**config.mk**
```make
export PLATFORM = sky130hd
export DESIGN_NAME = flit_rx_monitor
export DESIGN_NICKNAME = d
export VERILOG_FILES = /design/src/rtl/flit_rx_monitor.sv
export SDC_FILE = /design/constraint.sdc
export NUM_CORES = 1
export LEC_CHECK = 0
export ABC_AREA = 1
export ABC_CLOCK_PERIOD_IN_PS = 8600
export CAP_MARGIN = 15
export CORE_ASPECT_RATIO = 1.5
export CORE_MARGIN = 2
export CORE_UTILIZATION = 52
export DETAILED_ROUTE_END_ITERATION = 12
export PLACE_DENSITY = 0.77
export SLEW_MARGIN = 20
export SYNTH_ARGS = -nofsm -noshare
export SYNTH_HDL_FRONTEND = slang
export SYNTH_SLANG_ARGS = --single-unit
export TNS_END_PERCENT = 10
```
**constraint.sdc**
```tcl
create_clock -name clk -period 8.6 [get_ports clk]
set_input_delay 2.15 -clock clk [delete_from_list [all_inputs] [get_ports clk]]
set_output_delay 2.15 -clock clk [all_outputs]
set_load 0.005 [all_outputs]
```
**src/rtl/flit_rx_monitor.sv**
```systemverilog
// rtl/flit_rx_monitor.sv - flit receive endpoint: framing/vch checks, packet and payload-toggle statistics
// Optional feature macro RX_CHECKSUM_EN adds last_csum, the XOR of the last packet's DATA payloads.
`ifndef TYPE_NONE
`define TYPE_NONE 3'd0
`endif
`ifndef TYPE_HEAD
`define TYPE_HEAD 3'd1
`endif
`ifndef TYPE_DATA
`define TYPE_DATA 3'd2
`endif
`ifndef TYPE_TAIL
`define TYPE_TAIL 3'd3
`endif

module flit_rx_monitor #(
  parameter int FLIT_W = 67,
  parameter int TYPE_W = 3,
  parameter int VCH_W  = 2,
  parameter int LEN_W  = 8,
  parameter int CNT_W  = 16,
  parameter int TGL_W  = 32
) (
  input  logic                clk,
  input  logic                rst,
  input  logic [FLIT_W-1:0]   idata,
  input  logic                ivalid,
  input  logic [VCH_W-1:0]    ivch,
  input  logic                clr_stat,
  output logic                busy,
  output logic                pkt_done,
  output logic [CNT_W-1:0]    pkt_cnt,
  output logic [LEN_W-1:0]    last_len,
  output logic [TGL_W-1:0]    toggle_cnt,
  output logic                err_head,
  output logic                err_orphan,
  output logic                err_vch
`ifdef RX_CHECKSUM_EN
  ,
  output logic [FLIT_W-TYPE_W-1:0] last_csum
`endif
);
  localparam int PAY_W = FLIT_W - TYPE_W;
  localparam int POP_W = $clog2(PAY_W + 1);

  typedef enum logic {ST_IDLE, ST_BODY} state_t;

  state_t              state_q, state_d;
  logic [LEN_W-1:0]    len_q, len_d;
  logic [VCH_W-1:0]    cur_vch_q, cur_vch_d;
  logic [PAY_W-1:0]    prev_payload_q, prev_payload_d;
  logic [CNT_W-1:0]    pkt_cnt_q, pkt_cnt_d;
  logic [LEN_W-1:0]    last_len_q, last_len_d;
  logic [TGL_W-1:0]    toggle_cnt_q, toggle_cnt_d;
  logic                err_head_q, err_head_d;
  logic                err_orphan_q, err_orphan_d;
  logic                err_vch_q, err_vch_d;
  logic                pkt_done_q, pkt_done_d;
`ifdef RX_CHECKSUM_EN
  logic [PAY_W-1:0]    csum_q, csum_d;
  logic [PAY_W-1:0]    last_csum_q, last_csum_d;
`endif

  logic [TYPE_W-1:0]   ftype;
  logic [PAY_W-1:0]    payload;
  logic                accept;
  logic [POP_W-1:0]    flips;
  logic [TGL_W:0]      tgl_sum;

  function automatic logic [POP_W-1:0] popcount(input logic [PAY_W-1:0] v);
    logic [POP_W-1:0] n;
    n = '0;
    for (int i = 0; i < PAY_W; i++) n = n + POP_W'(v[i]);
    return n;
  endfunction

  assign ftype   = idata[FLIT_W-1 -: TYPE_W];
  assign payload = idata[PAY_W-1:0];
  assign accept  = ivalid && (ftype != `TYPE_NONE);
  assign flips   = popcount(payload ^ prev_payload_q);
  assign tgl_sum = {1'b0, toggle_cnt_q} + (TGL_W+1)'(flips);

  always_comb begin
    state_d        = state_q;
    len_d          = len_q;
    cur_vch_d      = cur_vch_q;
    prev_payload_d = prev_payload_q;
    pkt_cnt_d      = pkt_cnt_q;
    last_len_d     = last_len_q;
    toggle_cnt_d   = toggle_cnt_q;
    err_head_d     = err_head_q;
    err_orphan_d   = err_orphan_q;
    err_vch_d      = err_vch_q;
    pkt_done_d     = 1'b0;
`ifdef RX_CHECKSUM_EN
    csum_d         = csum_q;
    last_csum_d    = last_csum_q;
`endif
    if (accept) begin
      prev_payload_d = payload;
      toggle_cnt_d   = tgl_sum[TGL_W] ? '1 : tgl_sum[TGL_W-1:0];
      case (state_q)
        ST_IDLE: begin
          if (ftype == `TYPE_HEAD) begin
            state_d   = ST_BODY;
            len_d     = '0;
            cur_vch_d = ivch;
`ifdef RX_CHECKSUM_EN
            csum_d    = '0;
`endif
          end else if (ftype == `TYPE_DATA || ftype == `TYPE_TAIL) begin
            err_orphan_d = 1'b1;
          end
        end
        ST_BODY: begin
          if ((ftype == `TYPE_DATA || ftype == `TYPE_TAIL) && ivch != cur_vch_q)
            err_vch_d = 1'b1;
          if (ftype == `TYPE_HEAD) begin
            // A second HEAD abandons the open packet and starts a fresh one.
            err_head_d = 1'b1;
            len_d      = '0;
            cur_vch_d  = ivch;
`ifdef RX_CHECKSUM_EN
            csum_d     = '0;
`endif
          end else if (ftype == `TYPE_DATA) begin
            if (len_q != '1) len_d = len_q + LEN_W'(1);
`ifdef RX_CHECKSUM_EN
            csum_d = csum_q ^ payload;
`endif
          end else if (ftype == `TYPE_TAIL) begin
            last_len_d = len_q;
            if (pkt_cnt_q != '1) pkt_cnt_d = pkt_cnt_q + CNT_W'(1);
            pkt_done_d = 1'b1;
            state_d    = ST_IDLE;
`ifdef RX_CHECKSUM_EN
            last_csum_d = csum_q;
`endif
          end
        end
      endcase
    end
    if (clr_stat) begin
      pkt_cnt_d    = '0;
      last_len_d   = '0;
      toggle_cnt_d = '0;
      err_head_d   = 1'b0;
      err_orphan_d = 1'b0;
      err_vch_d    = 1'b0;
`ifdef RX_CHECKSUM_EN
      last_csum_d  = '0;
`endif
    end
  end

  always_ff @(posedge clk or posedge rst) begin
    if (rst) begin
      state_q        <= ST_IDLE;
      len_q          <= '0;
      cur_vch_q      <= '0;
      prev_payload_q <= '0;
      pkt_cnt_q      <= '0;
      last_len_q     <= '0;
      toggle_cnt_q   <= '0;
      err_head_q     <= 1'b0;
      err_orphan_q   <= 1'b0;
      err_vch_q      <= 1'b0;
      pkt_done_q     <= 1'b0;
`ifdef RX_CHECKSUM_EN
      csum_q         <= '0;
      last_csum_q    <= '0;
`endif
    end else begin
      state_q        <= state_d;
      len_q          <= len_d;
      cur_vch_q      <= cur_vch_d;
      prev_payload_q <= prev_payload_d;
      pkt_cnt_q      <= pkt_cnt_d;
      last_len_q     <= last_len_d;
      toggle_cnt_q   <= toggle_cnt_d;
      err_head_q     <= err_head_d;
      err_orphan_q   <= err_orphan_d;
      err_vch_q      <= err_vch_d;
      pkt_done_q     <= pkt_done_d;
`ifdef RX_CHECKSUM_EN
      csum_q         <= csum_d;
      last_csum_q    <= last_csum_d;
`endif
    end
  end

  assign busy       = (state_q == ST_BODY);
  assign pkt_done   = pkt_done_q;
  assign pkt_cnt    = pkt_cnt_q;
  assign last_len   = last_len_q;
  assign toggle_cnt = toggle_cnt_q;
  assign err_head   = err_head_q;
  assign err_orphan = err_orphan_q;
  assign err_vch    = err_vch_q;
`ifdef RX_CHECKSUM_EN
  assign last_csum  = last_csum_q;
`endif

endmodule

```
==> impl_metrics.ini, run 1 <==
[outcome]
status = finished clean

[sta]
finalHoldViolCount = 0
fmax_ghz = 0.1200
slew_viol_final = 0
finalClockSkew_ns = 0.006673
fin_crit_ns = 8.330
tns_ns = 0
post-route-period-util = 0.9686
setup_viol = 0
maxSlewHeadroom = 0.2917
rsz0062_at_grt = no
tightest_slew_ns = 1.056

[clock_tree]
path_clk_slew_ns = 0.06
cts_buffers = 17
tritoncts = built
cts_root_buf = clkbuf_16
cts.sinks = 135
max-clock-path-buffers = 2
postCtsHoldBufs = 0
clk_latency_ns = 0.42
htreeDepth = 4

[placement]
placedCellCount = 1473
gp_congestion = 0.9575
dp_hpwl_um = 16940
port_buffers = 133
dpl_cell_area_um2 = 10800

[yosys]
synth_flop_cell = dfrtp_1
yosysMostFrequentCell = nand2_1
synthArstFlopShare = 1.000
syn_nets = 1299
synth_edf_count = 0
ys_seq_area_frac = 0.3675
mappedNetlistArea_um2 = 9191
ys_types = 37
avgSynthCellArea_um2 = 8.055
synth_top_cell_area_share = 0.3675
yosys_warnings = 0
synth_area_leaders = dfrtp_1 (37%), nand2_1 (18%), fa_1 (12%), inv_1 (5.5%), xor2_1 (4.7%)
syn_inst = 1141
yosys-top-cells-count = nand2_1 (449), dfrtp_1 (135), inv_1 (134)
ys_ff_latch = 135
synth_top_cell_by_area = dfrtp_1

[global_routing]
first_global_vias = 7797
grt_pass1_wl_um = 38000
grt-ovfl-total = 0
grt_usage = 0.2539
antenna_found_initial = 3
grt_max_degree = 76

[die]
fp.dieArea_um2 = 18780
die_h_um = 166.8
die_w_um = 112.6
ios = 134
rows = 59
start_util = 0.5298
coreArea_um2 = 17350

[critical_path]
crit_fanout = 10
critPathMaxStageDelay_ns = 0.55
cp.arrival_ns = 8.69
crit_path_frequent_cell = fa_1
worst_ep_required_time_ns = 8.96
critPathBufInv = 6
cpLargestDelayFamily = adder cells
end_kind = register
cp-start-kind = primary input
critPathKind = in2reg
cp_slowest_cell = fa_1

[job]
max_cap_viol_count = 0

[route]
drt.antenna.violating_nets = 0
dr.pass1.iters = 5
drtIter0Drc = 585
finalWirelength_um = 23200
viasPerCell = 5.173
drc_errors = 0
routed-via-count = 7801
post_drt_wl_per_cell_um = 15.39

[layout]
areaGrowthSynthToFinish_pct = 25.33
multi_input_area_um2 = 5228
final_cell_area_um2 = 11520
fill_cells = 1380
fin_cells = 1508
layout-drive-gt1-share = 0.07121
regArea_um2 = 3378
nNetsFinal = 1437
postLayoutCoreUtil = 0.6640

[hold_path]
hold_class = reg2reg
==> layout make-up <==
class	count	area share
inverters	139	0.04638
clock inverters	13	0.01553
multi-input cells	840	0.4538
flip-flops and latches	135	0.2933
clock buffers	19	0.03758
diodes	3	0.0006517
well taps	213	0.02313
repair buffers	146	0.1297
==> cell families after synthesis <==
logic type / count (synthesis) / share of synthesized area
buffers and inverters: 166 / 0.07324
AND/OR/NAND/NOR: 627 / 0.2930
flip-flops: 135 / 0.3675
AO/OA/AOI/OAI: 47 / 0.02764
XOR/XNOR: 81 / 0.07718
adder cells (fa/ha/maj): 85 / 0.1614
==> stage by stage <==
| step | hold slack, ns | worst slack, ns |
|---|---|---|
| floorplan | 0.4625 | 0.4679 |
| global placement | 0.4748 | -0.2558 |
| detailed placement | 0.4848 | -0.3832 |
| CTS | 0.4994 | 0.01531 |
| global route | 0.5100 | 0.006190 |
| finish | 0.4980 | 0.2697 |
==> metal layers <==
metal	global-route usage	vias to the layer above	routed length, µm
li1	-	3800	-
met1	0.3082	3756	9309
met2	0.4304	188	11940
met3	0.05058	57	986
met4	0.1220	0	962
met5	0	-	0
==> flip-flops by register name (all words and copies together), names as in the netlist, 2 cells and up <==
register / flops
prev_payload_q: 64
toggle_cnt: 32
pkt_cnt: 16
last_len: 8
len_q: 8
cur_vch_q: 2
==> placed cells by master (no fill, tap or decap), types with 2 or more instances in the layout <==
master,instances
nand2_1,447
dfrtp_1,135
inv_1,130
clkdlybuf4s50_1,127
nand3_1,61
fa_1,54
nor2_1,49
xor2_1,41
xnor2_1,30
ha_1,29
nand4_1,20
o21ai_0,20
clkbuf_16,17
nor3_1,14
a21oi_1,12
nand3_2,12
buf_4,9
xor2_2,8
nand2_2,6
o21ai_1,6
nand3b_1,6
dlymetal6s2s_1,6
inv_2,5
clkinv_2,5
o22ai_1,4
bufinv_16,4
buf_12,4
diode_2,3
nand2_4,3
inv_6,3
xnor2_2,2
nor2_8,2
fa_2,2
clkbuf_1,2
clkinv_4,2
==> worst reg2reg max path, stage by stage, from the launching register on <==
cell and delay (ns):
dfrtp_1 0.41, xor2_2 0.17, fa_1 0.53, fa_1 0.55, inv_1 0.05, fa_1 0.50
fa_1 0.54, inv_1 0.08, fa_1 0.51, fa_1 0.55, inv_1 0.05, fa_1 0.55
fa_1 0.46, fa_2 0.38, inv_2 0.07, fa_2 0.19, nand2_1 0.08, nand2_2 0.09
nand3_1 0.09, nand2_2 0.09, nand2_2 0.07, nand2_4 0.08, nand3_4 0.12, buf_12 0.19
nand3_1 0.07, nand2_1 0.06, nand2_1 0.07
==> timing repair <==
item                                    in CTS  in global routing
buffers inserted                             0                  0
resized for setup                            0                 21
endpoints found under the setup margin       0                 32
==> worst paths after layout <==
path	startpoint	to	slack, ns	cells after the start
max	idata[32]	toggle_cnt[19]	0.27	27
min	cur_vch_q[1]	cur_vch_q[1]	0.50	2
max reg2reg	prev_payload_q[34]	toggle_cnt[19]	1.95	26
min reg2reg	cur_vch_q[1]	cur_vch_q[1]	0.50	2
max in group asynchronous	rst	prev_payload_q[44]	5.01	3
min in group asynchronous	rst	last_len[2]	2.18	2
Power of run 1 is not shown: default switching activity piles up to over one toggle a cycle in this logic, so the estimate is an artifact.
==> run 2: changes to the inputs <==
- CTS_BUF_LIST: default -> sky130_fd_sc_hd__clkbuf_4
- GPL_ROUTABILITY_DRIVEN: default -> 0
- REMOVE_ABC_BUFFERS: default -> 1
==> impl_metrics.ini, run 2 (synthesis gave the netlist of run 1 again) <==
[route]
viasPerCell = 5.171
drtIter0Drc = 611
post_drt_wl_per_cell_um = 14.12
met1Wirelength_um = 8611
wl_met3_um = 843
drt.antenna.violating_nets = 0
drc_errors = 0
top_layer_used = met4
finalWirelength_um = 21260
routed-via-count = 7782
met2_length_um = 11200
dr.pass1.iters = 5

[clock_tree]
cts.sinks = 135
cts_root_buf = clkbuf_4
max-clock-path-buffers = 2
cts_setup_buffers = 0
tritoncts = built
post_cts_resize_count = 0
clk_latency_ns = 0.60
path_clk_slew_ns = 0.13
postCtsHoldBufs = 0
cts_buffers = 17
htreeDepth = 4

[global_routing]
first_global_vias = 7830
antenna_found_initial = 1
grt-ovfl-total = 0
grt_usage = 0.2426
grt_max_degree = 81
grt_pass1_wl_um = 36960

[hold_path]
hold_class = reg2reg

[die]
coreArea_um2 = 17350
die_h_um = 166.8
die_w_um = 112.6
ios = 134
start_util = 0.5298
fp.dieArea_um2 = 18780
rows = 59

[layout]
mostFrequentLayoutCells = nand2_1 (448), dfrtp_1 (135), inv_1 (132)
regArea_um2 = 3378
fill_cells = 1507
postLayoutCoreUtil = 0.6389
largest_reg_flops = 64
multi_input_area_um2 = 5190
final_cell_area_um2 = 11080
nNetsFinal = 1436
areaGrowthSynthToFinish_pct = 20.58
largest-register = prev_payload_q
final_common_cell = nand2_1
layout-drive-gt1-share = 0.06584

[sta]
finalClockSkew_ns = 0.02020
maxSlewHeadroom = 0.3238
finalHoldViolCount = 0
fmax_ghz = 0.1207
tightest_slew_ns = 1.013
post-route-period-util = 0.9635
hold_slack_ns = 0.5160
fin_crit_ns = 8.286
setup_viol = 0
slew_viol_final = 0

[placement]
dp_hpwl_um = 15900
dpl_cell_area_um2 = 10770
port_buffers = 133

[critical_path]
worst_ep_required_time_ns = 9.13
cp-start-kind = primary input
crit_fanout = 14
cp.arrival_ns = 8.81
critPathKind = in2reg
end_kind = register

[job]
max_cap_viol_count = 0

[outcome]
status = finished clean
[run 2: worst paths after layout]
| check | end | slack [ns] | startpoint | depth (start not counted) |
|---|---|---|---|---|
| setup / recovery | toggle_cnt[19] | 0.31 | idata[16] | 27 |
| hold / removal | prev_payload_q[0] | 0.52 | prev_payload_q[0] | 2 |
| setup reg to reg | toggle_cnt[19] | 1.93 | prev_payload_q[16] | 26 |
| hold reg to reg | prev_payload_q[0] | 0.52 | prev_payload_q[0] | 2 |
| max in group asynchronous | toggle_cnt[31] | 5.37 | rst | 3 |
| min in group asynchronous | last_len[1] | 2.01 | rst | 2 |
[run 2: critical path, stage by stage]
cell and delay [ns]:
clkdlybuf4s50_1 0.45, xor2_1 0.18, fa_1 0.54, inv_1 0.06, fa_1 0.53, inv_1 0.05, fa_1 0.53, fa_1 0.44
fa_1 0.54, fa_1 0.55, inv_1 0.05, fa_1 0.55, fa_1 0.44, fa_1 0.42, inv_1 0.09, fa_1 0.19
nand2_1 0.10, nand2_2 0.11, nand3_1 0.09, nand2_2 0.11, nand2_2 0.08, nand2_4 0.07, nand3_4 0.10, buf_12 0.18
nand3_1 0.08, nand2_1 0.06, nand2_1 0.07
[run 2: cell type report]
cell class | count | area share
Tap cell | 213 | 0.02405
Timing Repair Buffer | 145 | 0.1313
Sequential cell | 135 | 0.3048
Multi-Input combinational cell | 840 | 0.4683
Inverter | 139 | 0.04798
Antenna cell | 1 | 0.0002258
Clock buffer | 17 | 0.01152
Clock inverter | 15 | 0.01185
[run 2: metrics by stage]
stage | instances | setup TNS [ns] | setup slack, ns
after floorplan | 1114 | 0 | 0.3244
after global placement | 1472 | -7.914 | -0.2647
after detailed placement | 1472 | -11.04 | -0.3765
after CTS | 1504 | 0 | 0.2565
after global routing | 1505 | -0.004248 | -0.004248
final | 1505 | 0 | 0.3135
[run 2: routing by layer]
layer	GRT usage	up-vias
li1	-	3795
met1	0.2983	3722
met2	0.4233	212
met3	0.04294	53
met4	0.09067	0
met5	0	-
Power of run 2 is left out for the same reason.
